### config.mk
export PLATFORM = sky130hd
export DESIGN_NAME = register_bank_reader
export DESIGN_NICKNAME = d
export VERILOG_FILES = /design/src/rtl/register_bank_reader.sv
export SDC_FILE = /design/constraint.sdc
export NUM_CORES = 1
export LEC_CHECK = 0
export BUFFER_PORTS_ARGS = -buffer_cell sky130_fd_sc_hd__buf_2
export CAP_MARGIN = 10
export CORE_MARGIN = 5
export CORE_UTILIZATION = 38
export CTS_BUF_LIST = sky130_fd_sc_hd__clkbuf_16
export CTS_CLUSTER_DIAMETER = 80
export DETAILED_ROUTE_END_ITERATION = 10
export RECOVER_POWER = 25
export SYNTH_ARGS = -nofsm -noshare
export SYNTH_HDL_FRONTEND = slang
export SYNTH_SLANG_ARGS = --single-unit
export TNS_END_PERCENT = 50
### constraint.sdc
create_clock -name clk -period 4.27 [get_ports clk]
set_input_delay 0 -clock clk [delete_from_list [all_inputs] [get_ports clk]]
set_output_delay 0 -clock clk [all_outputs]
set_load 0.01 [all_outputs]
### src/rtl/register_bank_reader.sv
// register_bank_reader
//
// Eight-entry, 32-bit register bank with a single write port and a read-out
// engine that streams a contiguous, wrapping run of entries to a downstream
// consumer over a valid/ready handshake, one word per cycle.
//
// Ports:
//   clk       rising-edge clock
//   reset     synchronous, active-high reset (clears bank and engine)
//   we        bank write enable
//   wr_addr   bank write address
//   wr_data   bank write data
//   start     request a read-out run (only honoured while idle)
//   first     index of the first entry of the run
//   count     number of entries in the run (0..8, larger values clamp to 8)
//   rd_data   word currently presented to the consumer
//   rd_index  bank index of rd_data
//   rd_valid  rd_data/rd_index are valid
//   rd_ready  consumer accepts the presented word
//   busy      engine is not idle
//   done      one-cycle pulse marking the end of a run

module register_bank_reader (
  input  logic        clk,
  input  logic        reset,
  input  logic        we,
  input  logic [2:0]  wr_addr,
  input  logic [31:0] wr_data,
  input  logic        start,
  input  logic [2:0]  first,
  input  logic [3:0]  count,
  output logic [31:0] rd_data,
  output logic [2:0]  rd_index,
  output logic        rd_valid,
  input  logic        rd_ready,
  output logic        busy,
  output logic        done
);

  localparam int DEPTH = 8;
  localparam int AW    = 3;

  typedef enum logic [1:0] {
    ST_IDLE,
    ST_SEND,
    ST_DONE
  } state_t;

  state_t          state;
  logic [31:0]     mem [DEPTH];
  logic [AW-1:0]   ptr;
  logic [AW-1:0]   next_ptr;
  logic [3:0]      remain;
  logic [31:0]     first_word;
  logic [31:0]     next_word;

  // Word fetch for the two load points (run start and handshake). A write
  // landing on the same entry in the same cycle is forwarded so the consumer
  // sees the freshest value rather than the one about to be overwritten.
  // The 3-bit pointer increment wraps 7 -> 0 naturally.
  always_comb begin
    next_ptr   = ptr + 3'd1;
    first_word = (we && (wr_addr == first))    ? wr_data : mem[first];
    next_word  = (we && (wr_addr == next_ptr)) ? wr_data : mem[next_ptr];
  end

  // Busy covers both the streaming and the done-pulse states.
  assign busy = (state != ST_IDLE);

  // Bank storage and read-out engine. Writes are accepted in every state and
  // never disturb a word already presented, because rd_data is a register
  // that only reloads at the start of a run or on a handshake. done is raised
  // on the same edge that enters ST_DONE, so it is high exactly while the
  // engine sits in that state.
  always_ff @(posedge clk) begin
    if (reset) begin
      for (int i = 0; i < DEPTH; i++) begin
        mem[i] <= '0;
      end
      state    <= ST_IDLE;
      ptr      <= '0;
      remain   <= '0;
      rd_data  <= '0;
      rd_index <= '0;
      rd_valid <= 1'b0;
      done     <= 1'b0;
    end else begin
      if (we) begin
        mem[wr_addr] <= wr_data;
      end
      done <= 1'b0;

      case (state)
        ST_IDLE: begin
          if (start) begin
            if (count != 4'd0) begin
              ptr      <= first;
              remain   <= (count > 4'd8) ? 4'd8 : count;
              rd_data  <= first_word;
              rd_index <= first;
              rd_valid <= 1'b1;
              state    <= ST_SEND;
            end else begin
              done  <= 1'b1;
              state <= ST_DONE;
            end
          end
        end

        ST_SEND: begin
          if (rd_valid && rd_ready) begin
            if (remain == 4'd1) begin
              rd_valid <= 1'b0;
              done     <= 1'b1;
              state    <= ST_DONE;
            end else begin
              ptr      <= next_ptr;
              remain   <= remain - 4'd1;
              rd_data  <= next_word;
              rd_index <= next_ptr;
            end
          end
        end

        ST_DONE: begin
          state <= ST_IDLE;
        end

        default: begin
          state <= ST_IDLE;
        end
      endcase
    end
  end

endmodule

==> results of run 1 <==
==> worst min path at each step <==
stage	from	endpoint	cells after the start
CTS	first[0]	ptr[0]	4
floorplan	count[0]	remain[0]	2
global route	first[0]	ptr[0]	4
detailed placement	count[0]	remain[0]	3
global placement	count[0]	remain[0]	3
finish	first[0]	ptr[0]	4
==> tightest hold or removal path: cells and delay by family <==
kind | cells | cell delay [ps]
compound gates | 1 | 90
buf+inv | 2 | 500
simple gates | 1 | 150
==> final cells by class <==
class                   count  area [sq um]  share of cell area
well taps                 532           666              0.0368
repair buffers            161          1080              0.0598
inverters                   4          15.0            0.000829
flip-flops and latches    299          8550               0.472
multi-input cells         843          6780               0.374
clock inverters            25           239              0.0132
diodes                      1          2.50            0.000138
clock buffers              31           776              0.0428
==> cell usage after synthesis, drive strengths merged (14+ instances only) <==
| library cell | n | area share |
|---|---|---|
| mux2 | 33 | 0.024 |
| clkbuf | 61 | 0.015 |
| a221oi | 33 | 0.026 |
| buf | 44 | 0.016 |
| dfxtp | 43 | 0.055 |
| nand4 | 26 | 0.010 |
| a32oi | 23 | 0.013 |
| edfxtp | 256 | 0.49 |
| nand3 | 50 | 0.016 |
| mux4 | 82 | 0.12 |
| o21ai | 14 | 0.0044 |
| nand2 | 147 | 0.035 |
| and2 | 258 | 0.10 |
| nor2 | 46 | 0.011 |
| a211oi | 35 | 0.017 |
| mux2i | 32 | 0.020 |
==> where the power goes <==
part | internal [mW] | total, mW | switching [mW]
logic | 0.493 | 1.20 | 0.709
clock network | 1.61 | 2.74 | 1.14
registers | 3.38 | 3.49 | 0.118
total | 5.48 | 7.44 | 1.96
==> layer usage <==
| metal | part of all wire | global-route usage |
|---|---|---|
| met4 | 0.023 | 0.0513 |
| met2 | 0.49 | 0.339 |
| met3 | 0.069 | 0.0234 |
| met1 | 0.42 | 0.280 |
| met5 | 0 | 0 |
==> registers in the layout, indices dropped and copies added, names as in the netlist <==
register / cells
state: 2
ptr: 3
rd_data: 32
remain: 4
mem: 256
rd_valid: 1
done: 1
==> cells in the final DEF, fill, tap and decap left out, types with 9 or more instances in the layout <==
cell type,instances
mux2_2,32
and2_0,46
clkbuf_16,31
mux4_2,82
clkbuf_1,43
nand3_1,50
nand4_1,26
buf_2,45
o21ai_0,14
a221oi_2,19
and2_1,212
a32oi_1,23
edfxtp_1,256
inv_1,9
or2_2,9
a221oi_1,14
a211oi_1,35
a21o_1,9
buf_4,26
mux2i_1,32
dlygate4sd3_1,44
dfxtp_1,43
nand2_1,147
nor2_1,38
==> metrics by stage <==
step | cell area, sq um | setup slack (ps) | util
finish | 18100 | 1170 | 0.442
global route | 18100 | 985 | 0.442
CTS | 18200 | 1460 | 0.444
detailed placement | 16700 | 1490 | 0.409
global placement | 16700 | 1590 | 0.409
floorplan | 15800 | 2150 | -
==> logic make-up after synthesis <==
logic type      count (synthesis)  share of synthesized area
fa+ha+maj                       3                    0.00238
mux                           147                      0.161
simple gates                  559                      0.188
xor+xnor                        8                    0.00532
compound gates                126                     0.0688
buf+inv                       109                     0.0318
flops                         299                      0.542
==> timing repair <==
item                                   4_1_cts  5_1_grt
endpoints found under the hold margin      296        0
hold buffers                                44        0
buffers inserted                             0        0
==> results.toml, run 1 <==
[outcome]
status = "complete, but fails checks"
violations = "capacitance limit, slew limit"

[sta]
fin_crit_sh = 0.726
drv_slew = 132
timing.setup.tns_ps = 0
setup_violations = 0
rsz0062_at_grt = "false"
tightest_slew_ps = 2240
fin_crit_ps = 3100
slew_headroom = -0.495
skew_ps = 7.72
hold_viol_final = 0
max_freq_mhz = 323
hold_ws_ps = 262

[placement]
gp_congestion = 0.758
place.port_buffers = 84
place_inst = 1795
hpwl_microns = 25500

[worst_setup_path]
startpoint = "ptr[0]"
path_cells = "clkbuf_1 > xor2_1 > nand4_1 > o21ai_0 > a21o_1 > a211oi_1"
cp_data_arrival_time_ps = 3520
crit_path_end_kind = "flip-flop"
cp_num_buf_inv = 1
cp-start-kind = "flip-flop"
crit_path_max_fanout = 18
path_depth = 6
slowest_delay_ps = 1000
critPathKind = "flip-flop to flip-flop"
endpoint = "rd_data[24]"
worstPathRequired_ps = 4690
r2r_slack_ps = 1170
crit_family = "buffers and inverters"
worst_r2r_path_depth = 6
rr_startpoint = "ptr[0]"
slowest_stage = "clkbuf_1"
r2r_end = "rd_data[24]"

[synthesis]
syn-num-nets = 1301
synth_area_per_cell_sq_um = 12.6
synth-edff-count = 256
synth-seq-area-share = 0.542
ys_ff_latch = 299
syn_inst = 1251
synthDistinctLibCells = 43
synthArstFlopShare = 0
syn_area_sq_um = 15800
synthFlopType = "edfxtp_1"
yosys_warnings = 0

[die]
ios = 85
coreArea_sq_um = 40900
fp-row-count = 74
dieHeight_microns = 214
die-area_sq_um = 45600
fp.dieW_microns = 214
start_util = 0.385

[pwr]
leakagePower_nw = 6.18
ir_drop_mv = 0.211
total_power_mw = 7.44
p_per_area_nw_per_um2 = 411

[drt]
drt_iter0_markers = 1053
routed_wl_microns = 46400
vias = 10800
wl_per_cell_microns = 24.5
firstDrtPassIters = 5
ant_nets = 0
drc_errors = 0
vias_per_cell = 5.67

[finish]
final.fill_count = 3760
final_cells = 1896
final_nets = 1390
syn_to_final_growth_pct = 14.9
drive_gt1_frac = 0.205

[hold_path]
worstHoldPathType = "input pin to flip-flop"

[cts]
cts_root_buf = "clkbuf_16"
cts-buffers-inserted = 31
cts.sinks = 299
cts_tree = "yes"
clkTransAtPathRegs_ps = 60
h-tree-depth = 1
post_cts_resize_count = 0
cts_buffer_depth = 3
insertion_delay_ps = 560

[global_routing]
grt_pass1_vias = 10900
antenna_found_initial = 2
grt_max_degree = 70
grtUsageTotal = 0.201
grt_pass1_wl_microns = 68800
overflow = 0

[run]
max_cap_violations = 4
Power figures use the tool's default switching activity.
==> run 2, diff against run 1 <==
Clock period 4.27 ns to 2.8 ns, I/O delays scaled along.
==> run 2 against run 1 <==
Net effect: the run now ends clean; wire length is 2.0% higher; highest routed layer is now met5; sequential share of layout area shrank 0.84 points; sequential power is 52% higher; combinational power increased by 57%; clock skew is 18 ps higher; register-to-register slack got worse by 710 ps; count of clock-buffer cells in the layout rose by 7; die area stayed put; non-clock buffer count is 14 higher; sequential cell count unchanged; power up 60%.
==> results.toml, run 2 (synthesized netlist as in run 1, its figures left out) <==
[outcome]
status = "complete, no violations"

[cts]
h-tree-depth = 2
cts_buffer_depth = 3
post_cts_resize_count = 0
cts-buffers-inserted = 36
cts_root_buf = "clkbuf_16"
cts_tree = "yes"
cts.sinks = 299
insertion_delay_ps = 520
clkTransAtPathRegs_ps = 60
post-cts-setup-buffers = 0

[placement]
place.port_buffers = 84
place_inst = 1811
hpwl_microns = 26300
gp_congestion = 0.804

[worst_setup_path]
crit_path_max_fanout = 32
worstPathRequired_ps = 3050
critPathKind = "input pin to flip-flop"
cp_data_arrival_time_ps = 2820
crit_path_end_kind = "flip-flop"
startpoint = "reset"
cp-start-kind = "input pin"
rr_startpoint = "remain[1]"

[finish]
largest_reg_flops = 256
drive_gt1_frac = 0.220
layout_commonest_cell = "edfxtp_1"
layout_common_cells = "edfxtp_1, and2_1, nand2_1"
regMostFlops = "mem"
final.fill_count = 3690
final_cells = 1919
reg_top3 = "mem: 256 flops, rd_data: 32 flops, remain: 4 flops"
syn_to_final_growth_pct = 17.0
final_nets = 1409

[sta]
timing.setup.tns_ps = 0
slew_headroom = 0.225
fin_crit_ps = 2570
hold_viol_final = 0
setup_violations = 0
tightest_slew_ps = 1160
fin_crit_sh = 0.919
max_freq_mhz = 389
drv_slew = 0
skew_ps = 25.3
rsz0062_at_grt = "false"

[drt]
firstDrtPassIters = 7
vias = 11000
vias_per_cell = 5.72
wl_per_cell_microns = 24.7
routed_wl_microns = 47300
drc_errors = 0
drt_iter0_markers = 1015
ant_nets = 0

[die]
coreArea_sq_um = 40900
ios = 85
die-area_sq_um = 45600
fp.dieW_microns = 214
fp-row-count = 74
dieHeight_microns = 214
start_util = 0.385

[global_routing]
grt_pass1_vias = 11100
grt_max_degree = 89
grt_pass1_wl_microns = 70500
grtUsageTotal = 0.206
antenna_found_initial = 3
overflow = 0

[run]
max_cap_violations = 0

[pwr]
ir_drop_mv = 0.330
p_per_area_nw_per_um2 = 645
leakagePower_nw = 6.40

[hold_path]
worstHoldPathType = "input pin to flip-flop"
hold_path.startpoint = "we"
[run 2: stage by stage]
step	power (mW)	setup slack (ps)	hold WS, ps	area [sq um]	utilization
floorplan	6.56	684	175	15800	-
global placement	7.23	600	323	16900	0.413
detailed placement	7.27	528	317	16900	0.413
CTS	12.0	465	148	18500	0.452
global route	12.3	167	186	18400	0.450
finish	11.9	226	178	18400	0.451
[run 2: final timing paths]
kind | endpoint | slack, ps | cells after the start
worst max-delay path | mem[4][2] | 230 | 6
worst min-delay path | rd_data[16] | 180 | 5
worst max register to register | remain[0] | 460 | 8
worst min register to register | rd_data[3] | 500 | 2
[run 2: repair_timing]
item                                    CTS  global route
endpoints found under the setup margin    0             0
endpoints found under the hold margin   288             0
hold buffers                             42             0
[run 2: worst max-delay path, stage by stage]
cell and delay (ps):
dlygate4sd3_1 580, clkbuf_1 840, nand3b_1 320, nor3_1 90, clkbuf_2 580, and2_1 410
[run 2: power breakdown]
group	total (mW)	switching [mW]	internal [mW]
Clock	4.68	1.86	2.82
Combinational	1.88	1.10	0.782
Sequential	5.32	0.175	5.15
Total	11.9	3.14	8.75
[run 2: area by class of cell]
type / count / area (sq um) / share of cell area
sequential: 299 / 8550 / 0.464
multi-input combinational: 843 / 6780 / 0.368
timing repair buffer: 175 / 1240 / 0.0673
clock buffer: 38 / 951 / 0.0516
tap: 532 / 666 / 0.0361
clock inverter: 27 / 233 / 0.0126
inverter: 4 / 15.0 / 0.000814
antenna: 1 / 2.50 / 0.000136
[run 2: routing by layer]
metal / vias up / track usage / wire length (microns)
met4: 4 / 0.0513 / 1110
met3: 87 / 0.0361 / 3190
met5: - / 0 / 33
li1: 4886 / - / -
met1: 5557 / 0.283 / 20000
met2: 437 / 0.342 / 23000
==> run 3, diff against run 2 <==
Settings changed: CORE_ASPECT_RATIO from default to 0.75.
==> run 3 against run 2 <==
Net effect: first-iteration DRC count rose by 12%; critical path depth unchanged; global-route usage fell by 0.056 points; utilization about the same; count of clock-buffer cells in the layout shrank 7.
==> results.toml, run 3 (synthesized netlist as in run 1, its figures left out) <==
[cts]
h-tree-depth = 1
cts_buffer_depth = 3
insertion_delay_ps = 580
cts_root_buf = "clkbuf_16"
hold_buffers = 45
clkTransAtPathRegs_ps = 60
post_cts_resize_count = 0
cts.sinks = 299
cts-buffers-inserted = 31
cts_tree = "yes"
post-cts-setup-buffers = 0

[drt]
drt_iter0_markers = 1133
vias_per_cell = 5.70
ant_nets = 0
firstDrtPassIters = 5
routed_wl_microns = 47600
drc_errors = 0
wl_per_cell_microns = 24.5
vias = 11100

[die]
ios = 85
coreArea_sq_um = 40900
dieHeight_microns = 186
fp.dieW_microns = 245
die-area_sq_um = 45700
fp-row-count = 64
start_util = 0.385

[finish]
reg_top3 = "mem: 256 flops, rd_data: 32 flops, remain: 4 flops"
final.fill_count = 3657
largest_reg_flops = 256
layout_common_cells = "edfxtp_1, and2_1, nand2_1"
multi_input_area_sq_um = 6780
n_antenna_cell = 0
regArea_sq_um = 8550
syn_to_final_growth_pct = 17.0
finish.instance_area_sq_um = 18400
regMostFlops = "mem"
layout_commonest_cell = "edfxtp_1"
drive_gt1_frac = 0.217
final_cells = 1944
final_nets = 1409

[worst_setup_path]
crit_path_max_fanout = 32
path_cells = "dlygate4sd3_1 > clkbuf_1 > nand3b_1 > nor2_2 > clkbuf_2 > and2_1"
slowest_delay_ps = 1050
cp_data_arrival_time_ps = 3020
cp-start-kind = "input pin"
worstPathRequired_ps = 3130
slowest_stage = "clkbuf_1"
critPathKind = "input pin to flip-flop"
crit_path_end_kind = "flip-flop"

[global_routing]
overflow = 0
grt_pass1_vias = 11100
grt_max_degree = 70
antenna_found_initial = 0
grt_pass1_wl_microns = 72400
grtUsageTotal = 0.205

[sta]
slew_headroom = 0.0254
rsz0062_at_grt = "false"
drv_slew = 0
fin_crit_ps = 2690
setup_violations = 0
tightest_slew_ps = 1460
hold_viol_final = 0
max_freq_mhz = 371
fin_crit_sh = 0.961
hold_ws_ps = 120
skew_ps = 10.2
fin_ws_ps = 108
timing.setup.tns_ps = 0

[placement]
preCtsSetupSlack_ps = 425
dpl_cell_area_sq_um = 17000
hpwl_microns = 27600
gp_congestion = 0.796
place_inst = 1842
place.port_buffers = 84

[run]
max_cap_violations = 0

[hold_path]
worstHoldPathType = "input pin to flip-flop"

[pwr]
p_per_area_nw_per_um2 = 623
ir_drop_mv = 0.543
leakagePower_nw = 6.37

[outcome]
status = "complete, no violations"
==> run 3: changes by cell type in the layout (fill, tap and decap cells not counted), moves of 2 or more <==
cell / previous run / this run
inv_1: 13 / 9
clkinv_2: 5 / 7
and2_0: 20 / 17
clkinvlp_4: 2 / 0
dlygate4sd3_1: 42 / 45
and2_1: 238 / 241
or2_2: 9 / 7
buf_12: 7 / 14
clkbuf_16: 38 / 31
buf_4: 39 / 34
==> run 3: cell type report <==
cell class              count  share of cell area
clock buffers              31              0.0421
clock inverters            26              0.0134
inverters                   4            0.000814
multi-input cells         843               0.368
flip-flops and latches    299               0.464
well taps                 561              0.0381
repair buffers            180              0.0745
==> run 3: worst max-delay path, delay by kind of cell <==
kind	cells	cell delay, ps
buffers and inverters	3	2170
AND/OR/NAND/NOR	3	820
==> run 3: worst paths after layout <==
| path | startpoint | endpoint | slack, ps | cells past startpoint |
|---|---|---|---|---|
| worst min-delay path | we | rd_data[24] | 120 | 5 |
| worst min register to register | rd_data[6] | rd_data[6] | 500 | 2 |
| worst max-delay path | reset | mem[6][3] | 110 | 6 |
| worst max register to register | ptr[0] | rd_data[28] | 350 | 6 |
==> run 3: power breakdown <==
group          switching, mW  internal [mW]  total [mW]  leakage (nW)
Sequential             0.186           5.15        5.33          2.81
Combinational           1.11          0.804        1.92          3.04
Clock                   1.77           2.46        4.24         0.526
Total                   3.08           8.41        11.5          6.37
==> run 3: per-layer routing <==
metal / GRT usage / routed length [microns] / part of all wire / vias to the layer above
met4: 0.0455 / 972 / 0.020 / 0
met3: 0.0328 / 3650 / 0.077 / 74
met5: 0 / 0 / 0 / -
li1: - / - / - / 4905
met2: 0.331 / 22400 / 0.47 / 488
met1: 0.295 / 20500 / 0.43 / 5614
==> run 3: stage by stage <==
| stage | utilization | total power [mW] |
|---|---|---|
| global placement | 0.416 | 7.26 |
| global route | 0.451 | 11.9 |
| finish | 0.451 | 11.5 |
| detailed placement | 0.416 | 7.30 |
| floorplan | - | 6.56 |
| CTS | 0.452 | 11.6 |
